File: src/rtl/pc_redirect.sv
`default_nettype none
// ============================================================================
// Module      : pc_redirect
// Description : Fetch PC sequencer with branch-redirect flush, registered
//               predictor-update record and saturating branch counters.
// Revision    : 1.0 - initial release
// ============================================================================
module pc_redirect #(
    parameter int               GRLEN    = 32,
    parameter logic [GRLEN-1:0] RESET_PC = GRLEN'(32'h1C00_0000)
) (
    input  logic             clk,
    input  logic             reset,
    input  logic             bru_valid,
    input  logic             bru_cancel,
    input  logic [GRLEN-1:0] bru_target,
    input  logic             bru_taken,
    input  logic [GRLEN-1:0] bru_pc,
    input  logic [GRLEN-1:0] bru_link_pc,
    input  logic             fetch_ready,
    output logic             fetch_valid,
    output logic [GRLEN-1:0] fetch_pc,
    output logic             pipe_flush,
    output logic             brupd_valid,
    output logic [GRLEN-1:0] brupd_pc,
    output logic [GRLEN-1:0] brupd_target,
    output logic             brupd_taken,
    output logic             brupd_mispred,
    output logic [31:0]      perf_br_cnt,
    output logic [31:0]      perf_mispred_cnt
);

    localparam logic [1:0]  c_ST_BOOT  = 2'd0;
    localparam logic [1:0]  c_ST_RUN   = 2'd1;
    localparam logic [1:0]  c_ST_FLUSH = 2'd2;
    localparam logic [31:0] c_CNT_MAX  = 32'hFFFF_FFFF;

    logic [1:0]       r_state;
    logic [1:0]       w_state_nxt;
    logic [GRLEN-1:0] r_fetch_pc;
    logic [GRLEN-1:0] w_fetch_pc_nxt;
    logic             w_redirect;
    logic             r_brupd_valid;
    logic [GRLEN-1:0] r_brupd_pc;
    logic [GRLEN-1:0] r_brupd_target;
    logic             r_brupd_taken;
    logic             r_brupd_mispred;
    logic [31:0]      r_perf_br_cnt;
    logic [31:0]      r_perf_mispred_cnt;

    assign w_redirect = bru_valid & bru_cancel;

    always_comb begin
        w_state_nxt    = r_state;
        w_fetch_pc_nxt = r_fetch_pc;
        case (r_state)
            c_ST_BOOT:  w_state_nxt = c_ST_RUN;
            c_ST_RUN: begin
                if (fetch_ready) begin
                    w_fetch_pc_nxt = r_fetch_pc + GRLEN'(4);
                end
            end
            c_ST_FLUSH: w_state_nxt = c_ST_RUN;
            default:    w_state_nxt = c_ST_BOOT;
        endcase
        // A redirect wins over sequential advance in every state, including FLUSH.
        if (w_redirect) begin
            w_state_nxt    = c_ST_FLUSH;
            w_fetch_pc_nxt = {bru_target[GRLEN-1:2], 2'b00};
        end
    end

    always_ff @(posedge clk) begin
        if (reset) begin
            r_state    <= c_ST_BOOT;
            r_fetch_pc <= RESET_PC;
        end else begin
            r_state    <= w_state_nxt;
            r_fetch_pc <= w_fetch_pc_nxt;
        end
    end

    always_ff @(posedge clk) begin
        if (reset) begin
            r_brupd_valid   <= 1'b0;
            r_brupd_pc      <= '0;
            r_brupd_target  <= '0;
            r_brupd_taken   <= 1'b0;
            r_brupd_mispred <= 1'b0;
        end else begin
            r_brupd_valid <= bru_valid;
            if (bru_valid) begin
                r_brupd_pc      <= bru_pc;
                r_brupd_target  <= bru_taken ? bru_target : bru_link_pc;
                r_brupd_taken   <= bru_taken;
                r_brupd_mispred <= bru_cancel;
            end
        end
    end

    always_ff @(posedge clk) begin
        if (reset) begin
            r_perf_br_cnt      <= '0;
            r_perf_mispred_cnt <= '0;
        end else begin
            if (bru_valid && (r_perf_br_cnt != c_CNT_MAX)) begin
                r_perf_br_cnt <= r_perf_br_cnt + 32'd1;
            end
            if (w_redirect && (r_perf_mispred_cnt != c_CNT_MAX)) begin
                r_perf_mispred_cnt <= r_perf_mispred_cnt + 32'd1;
            end
        end
    end

    assign fetch_valid      = (r_state == c_ST_RUN);
    assign pipe_flush       = (r_state == c_ST_FLUSH);
    assign fetch_pc         = r_fetch_pc;
    assign brupd_valid      = r_brupd_valid;
    assign brupd_pc         = r_brupd_pc;
    assign brupd_target     = r_brupd_target;
    assign brupd_taken      = r_brupd_taken;
    assign brupd_mispred    = r_brupd_mispred;
    assign perf_br_cnt      = r_perf_br_cnt;
    assign perf_mispred_cnt = r_perf_mispred_cnt;

endmodule
`default_nettype wire

File: config.mk
export PLATFORM = sky130hd
export DESIGN_NAME = pc_redirect
export DESIGN_NICKNAME = d
export VERILOG_FILES = /design/src/rtl/pc_redirect.sv
export SDC_FILE = /design/constraint.sdc
export NUM_CORES = 1
export LEC_CHECK = 0
export ABC_AREA = 1
export CORE_MARGIN = 1
export CORE_UTILIZATION = 40
export CTS_CLUSTER_DIAMETER = 40
export DETAILED_ROUTE_END_ITERATION = 16
export GPL_ROUTABILITY_DRIVEN = 0
export PLACE_DENSITY = 0.68
export SLEW_MARGIN = 20
export SYNTH_ARGS = -nofsm -noshare
export SYNTH_HDL_FRONTEND = slang
export SYNTH_SLANG_ARGS = --single-unit
File: constraint.sdc
create_clock -name clk -period 1.5 [get_ports clk]
set_input_delay 0.375 -clock clk [delete_from_list [all_inputs] [get_ports clk]]
set_output_delay 0.375 -clock clk [all_outputs]
set_load 0.005 [all_outputs]
## After elaboration in Yosys (flattened, before gate mapping)

Cells that the tools add are included.

- Bits in registers: 165
- Latch bits: 0
- Bits in writable memories: 0
- Memory bits (read-only): 0
- Input bits: 102
- Logic and storage cells: 35
- Memories: 0

- $add $sub $neg: 3
- $mul: 0
- Div/mod/pow operators: 0
- Magnitude comparators: 0
- Eq/ne operators: 5
- Shift-type cells: 0
- Multiplexer cells: 6
- Bitwise gates (word level): 1
- Reductions and logical operators: 9

Operator list:

| cell | count |
|---|---|
| 32-bit 2-to-1 mux | 4 |
| 32-bit by 1-bit adder with 32-bit output (second input constant) | 2 |
| 32-bit != test (second input constant) | 2 |
| 32-bit by 3-bit adder with 32-bit output (second input constant) | 1 |
| 2-bit one-hot mux with 2 select lines | 1 |
| 2-bit AND reduction | 2 |
| 2-bit nonzero test | 2 |
| 2-bit OR reduction | 2 |
| 2-bit by 1-bit == test with 1-bit output (second input constant) | 1 |
| 2-bit == test (second input constant) | 1 |
| 1-bit logical AND | 2 |
| 2-bit zero test | 1 |
| 2-bit 2-to-1 mux | 1 |
| 2-bit by 1-bit != test with 1-bit output (second input constant) | 1 |
| 1-bit AND | 1 |

## Longest topological paths before layout

Gate-level depths: netlist (run 1).

- Word-level depth: 4
- Depth in mapped cells: 12
- Mapped depth without buffers: 12

## Least setup slack after synthesis (run 1)

Ideal clock, no wire load.

- Kind: reg-to-reg
- From: reg r_perf_br_cnt[1], in the netlist perf_br_cnt[1]
- To: reg r_perf_br_cnt[1], in the netlist perf_br_cnt[1]
- Setup time: 116 ps
- Arrival: 1552 ps
- Data required time: 1384 ps
- Path slack: -168 ps
- Stages on the path, launching flop included: 12
- Buffers on the path: 1
- Period minus slack after synthesis: 1668 ps
- Cells stage by stage: dfxtp_1 ha_1 inv_1 nor2_4 nand2_2 nor2_4 nand2_2 nand2_4 inv_4 buf_6 nor2_1 nor2_1

- Longest elaborated chain between the ends: 2
- Elaborated cells between the ends (all ways): 3
- Those cells by class: 1 x add/sub; 1 x eq/ne; 1 x reduce/logical

Ends and longest elaborated chain:

| element | RTL line | text |
|---|---|---|
| start, declared | 48 | `logic [31:0] r_perf_br_cnt;` |
| start signal, assigned | 107 | `r_perf_br_cnt <= r_perf_br_cnt + 32'd1;` |
| parallel branches: the longest is 2 deep, another holds 32-bit by 1-bit adder with 32-bit output | - |  |

Several ways; the timed one is not identified.
A chain may end at the register's enable or synchronous reset.

## Worst setup path after layout (run 1)

- From: reg r_perf_mispred_cnt[12], in the netlist perf_mispred_cnt[12]
- To: reg r_perf_mispred_cnt[28], in the netlist perf_mispred_cnt[28]

- Longest elaborated chain between the ends: 2
- Elaborated cells between the ends (all ways): 3
- Those cells by class: 1 x add/sub; 1 x eq/ne; 1 x reduce/logical

Ends and longest elaborated chain:

| element | RTL line | text |
|---|---|---|
| start, declared | 49 | `logic [31:0] r_perf_mispred_cnt;` |
| start signal, assigned | 110 | `r_perf_mispred_cnt <= r_perf_mispred_cnt + 32'd1;` |
| parallel branches: the longest is 2 deep, another holds 32-bit by 1-bit adder with 32-bit output | - |  |

Several ways; the timed one is not identified.

==> results of run 1 <==
through the flow:
stage	TNS (ps)	power [W]	hold WS [ps]
2_1_floorplan	0	0.00535	417
3_3_place_gp	-20320	0.00636	421
3_5_place_dp	-24340	0.00638	433
4_1_cts	-4870	0.0107	402
5_1_grt	-16640	0.0112	417
6_report	-11650	0.0108	413
sequential cells by signal, indices dropped and copies added (netlist names), 2 cells and up:
name              flops
brupd_target         32
brupd_pc             32
fetch_pc             30
perf_mispred_cnt     32
r_state               2
perf_br_cnt          32
worst max path at each step:
stage / slack [ps] / to / startpoint
3_3_place_gp: -390 / fetch_pc[7]$_SDFFE_PP0P_ / fetch_ready
5_1_grt: -320 / perf_mispred_cnt[28]$_SDFFE_PP0P_ / perf_mispred_cnt[8]$_SDFFE_PP0P_
2_1_floorplan: 0.5 / perf_br_cnt[1]$_SDFFE_PP0P_ / perf_br_cnt[1]$_SDFFE_PP0P_
4_1_cts: -160 / perf_br_cnt[16]$_SDFFE_PP0P_ / perf_br_cnt[1]$_SDFFE_PP0P_
3_5_place_dp: -460 / fetch_pc[20]$_SDFFE_PP0P_ / fetch_ready
6_report: -260 / perf_mispred_cnt[28]$_SDFFE_PP0P_ / perf_mispred_cnt[12]$_SDFFE_PP0P_
synth_stat cells:
library cell	count
conb_1	1
o221ai_1	1
buf_4	2
nand2_2	20
nor2_4	5
a31oi_1	4
or2_2	1
nor4_1	1
xnor2_1	8
dfxtp_1	163
o211ai_1	3
nand2_4	5
nand2_1	430
nand3b_1	22
nor2_1	263
a211oi_1	5
a21oi_2	20
inv_1	65
ha_1	3
clkbuf_1	36
buf_12	3
o21ai_1	2
a21oi_1	120
inv_4	1
nor2_8	1
buf_1	8
clkbuf_2	1
xor2_1	22
inv_2	3
nor3_2	1
nand4_1	13
nand3_1	55
buf_6	5
nor3_1	11
buf_2	8
nor2_2	5
o21ai_0	80
kinds of logic after synthesis:
kind of cell | after synthesis | synth area share
AOI/OAI and AO/OA | 235 | 0.143
other | 1 | 0.000419
DFF | 163 | 0.365
buffers and inverters | 132 | 0.0675
xor gates and xnor gates | 30 | 0.0294
adders and majority gates | 3 | 0.00420
and+or+nand+nor | 833 | 0.390
area by class of cell:
cell class,instances,area (sq um),area share
Tap cell,280,350,0.0223
Inverter,69,288,0.0183
Clock buffer,19,443,0.0282
Timing Repair Buffer,562,5040,0.321
Sequential cell,163,3430,0.218
Multi-Input combinational cell,1103,6010,0.383
Clock inverter,13,126,0.00806
worst reg2reg max path: cells and delay by family, from the launching register on:
family / cells / cell delay [ps]
compound gates: 1 / 50
buf+inv: 1 / 160
flops: 1 / 330
simple gates: 8 / 1080
repair_timing:
item,CTS,global route
gates resized for setup,486,244
hold buffers,0,0
pin swaps,42,79
setup buffers,56,29
endpoints found under the setup margin,236,128
cloned,8,1
per-layer routing:
metal  vias to the layer above  GRT usage
li1                       5538          -
met1                      5351      0.349
met5                         -          0
met4                         0      0.169
met3                       141     0.0734
met2                       563      0.529
power breakdown:
| part | leakage, nW | internal (W) | switching, W |
|---|---|---|---|
| clock network | 0.275 | 0.00236 | 0.00201 |
| registers | 1.38 | 0.00451 | 0.000125 |
| logic | 5.36 | 0.000944 | 0.000896 |
| total | 7.02 | 0.00781 | 0.00303 |
==> run_results.csv, run 1 <==
group,metric,value,unit
finish,area_growth,75.4,%
worst_setup_path,path_buf_inv,1,
status,status,"finished with violations",
detailed_routing,drt_iter0_drc,918,
global_route,grt_usage,0.307,
clock_tree,cts.sinks,163,
worst_setup_path,crit_chain,"nand2_1, nor2_2, buf_4, nand2_1, nor2_1, nand2_1, nand2_1, nand2_2, nand2_4, a21oi_2",
sta,fin_crit_sh,1.18,
global_route,first_global_vias,11000,
sta,finalHoldViolations,0,
synthesis,mappedNetlistArea,8940,sq um
status,violations,"negative setup slack",
clock_tree,cts_tree,"yes",
detailed_routing,vias,11600,
worst_setup_path,cp.required,1790,ps
detailed_routing,via_per_inst,5.25,
floorplan,start_util,0.408,
worst_hold_path,holdPathEnd,"fetch_pc[26]$_SDFFE_PP1P_",
detailed_routing,routed.top_layer,"met4",
detailed_routing,ant_nets,0,
finish,n_antenna_cell,0,
worst_setup_path,cpPeakStageDelay,330,ps
worst_setup_path,regToRegEndpoint,"perf_mispred_cnt[28]$_SDFFE_PP0P_",
global_route,grt-ovfl-total,0,
placement,preCtsSetupSlack,-457,ps
worst_setup_path,setup.worst_path.class,"reg -> reg",
floorplan,die_w,151,um
synthesis,synth.distinct_cells,37,
clock_tree,cts_buffers,17,
floorplan,die_y,151,um
finish,layout_common_cells,"nand2_1, buf_4, nor2_1",
synthesis,syn_avg_cell_area,6.40,sq um
finish,fillers,1710,
sta,maxSlewViolCount,0,
worst_setup_path,worst_setup_path_start_kind,"flop",
worst_hold_path,hold_depth,4,
clock_tree,h-tree-depth,4,
detailed_routing,routed-wl-met2,18600,um
synthesis,yosys.area.top_type,"dfxtp_1",
clock_tree,clk_latency,440,ps
worst_setup_path,path_common_cell,"nand2_1",
worst_setup_path,cp_top_family,"simple AND/OR/NAND/NOR gates",
sta,rsz0062_at_grt,"yes",
global_route,antenna_found_initial,0,
placement,io_buffer_count,264,
detailed_routing,routed_wl,37900,um
worst_setup_path,rrSetupSlack,-260,ps
global_route,grt_max_degree,75,
detailed_routing,route.met3.wl,3110,um
detailed_routing,m1WireLength,14400,um
synthesis,synth_top_area_share,0.365,
finish,drive_gt1_frac,0.367,
finish,nNetsFinal,2021,
sta,max_freq,0.567,GHz
sta,setup_violations,74,
floorplan,rows,54,
job,max_cap_violations,0,
worst_setup_path,critPathCaptureType,"flop",
floorplan,core,21900,sq um
worst_setup_path,r2r_start,"perf_mispred_cnt[12]$_SDFFE_PP0P_",
placement,dpl_cell_area,13400,sq um
synthesis,synthTopCellsByArea,"dfxtp_1, nand2_1, nor2_1",
clock_tree,cts_buffer_depth,2,
worst_setup_path,cp_data_arrival_time,2060,ps
detailed_routing,drcViolationCount,0,
floorplan,io_pins,267,
synthesis,ys_ff_latch,163,
floorplan,dieArea,23000,sq um
power_and_ir_drop,p_per_area,691,nW/um^2
worst_setup_path,reg2reg_depth,10,
placement,place_hpwl,24600,um
clock_tree,cts.clk_slew.worst_paths,80,ps
worst_hold_path,min_from,"reset",
sta,setup_ws,-263,ps
finish,final_common_cell,"nand2_1",
worst_setup_path,cp_slowest_cell,"dfxtp_2",
worst_hold_path,hold_class,"in -> reg",
detailed_routing,post_drt_wl_per_cell,17.2,um
power_and_ir_drop,peakVddDrop,696,uV
finish,fin_area,15700,sq um
sta,fin_skew,15.8,ps
detailed_routing,drt-pass1-iter-count,5,
synthesis,synth_seq_area_share,0.365,
synthesis,synth_warnings,0,
finish,fin_util,0.716,
placement,dp.cells,2093,
worst_setup_path,crit_cells,10,
global_route,grt_pass1_wl,54800,um
clock_tree,cts-root-buf,"clkbuf_16",
worst_setup_path,cp_max_fo,2,
power_and_ir_drop,cellLeakagePower,7.02,nW
sta,finalCriticalPeriod,1760,ps
finish,final_cells,2209,
synthesis,synthCells,1397,
Note: power is estimated with default switching activity, not from simulation.
==> run 2: changes to the inputs <==
CTS_CLUSTER_SIZE = 25   (was unset)
==> results of run 2 <==
The final DEF is identical to that of run 1; final timing and power are the same.
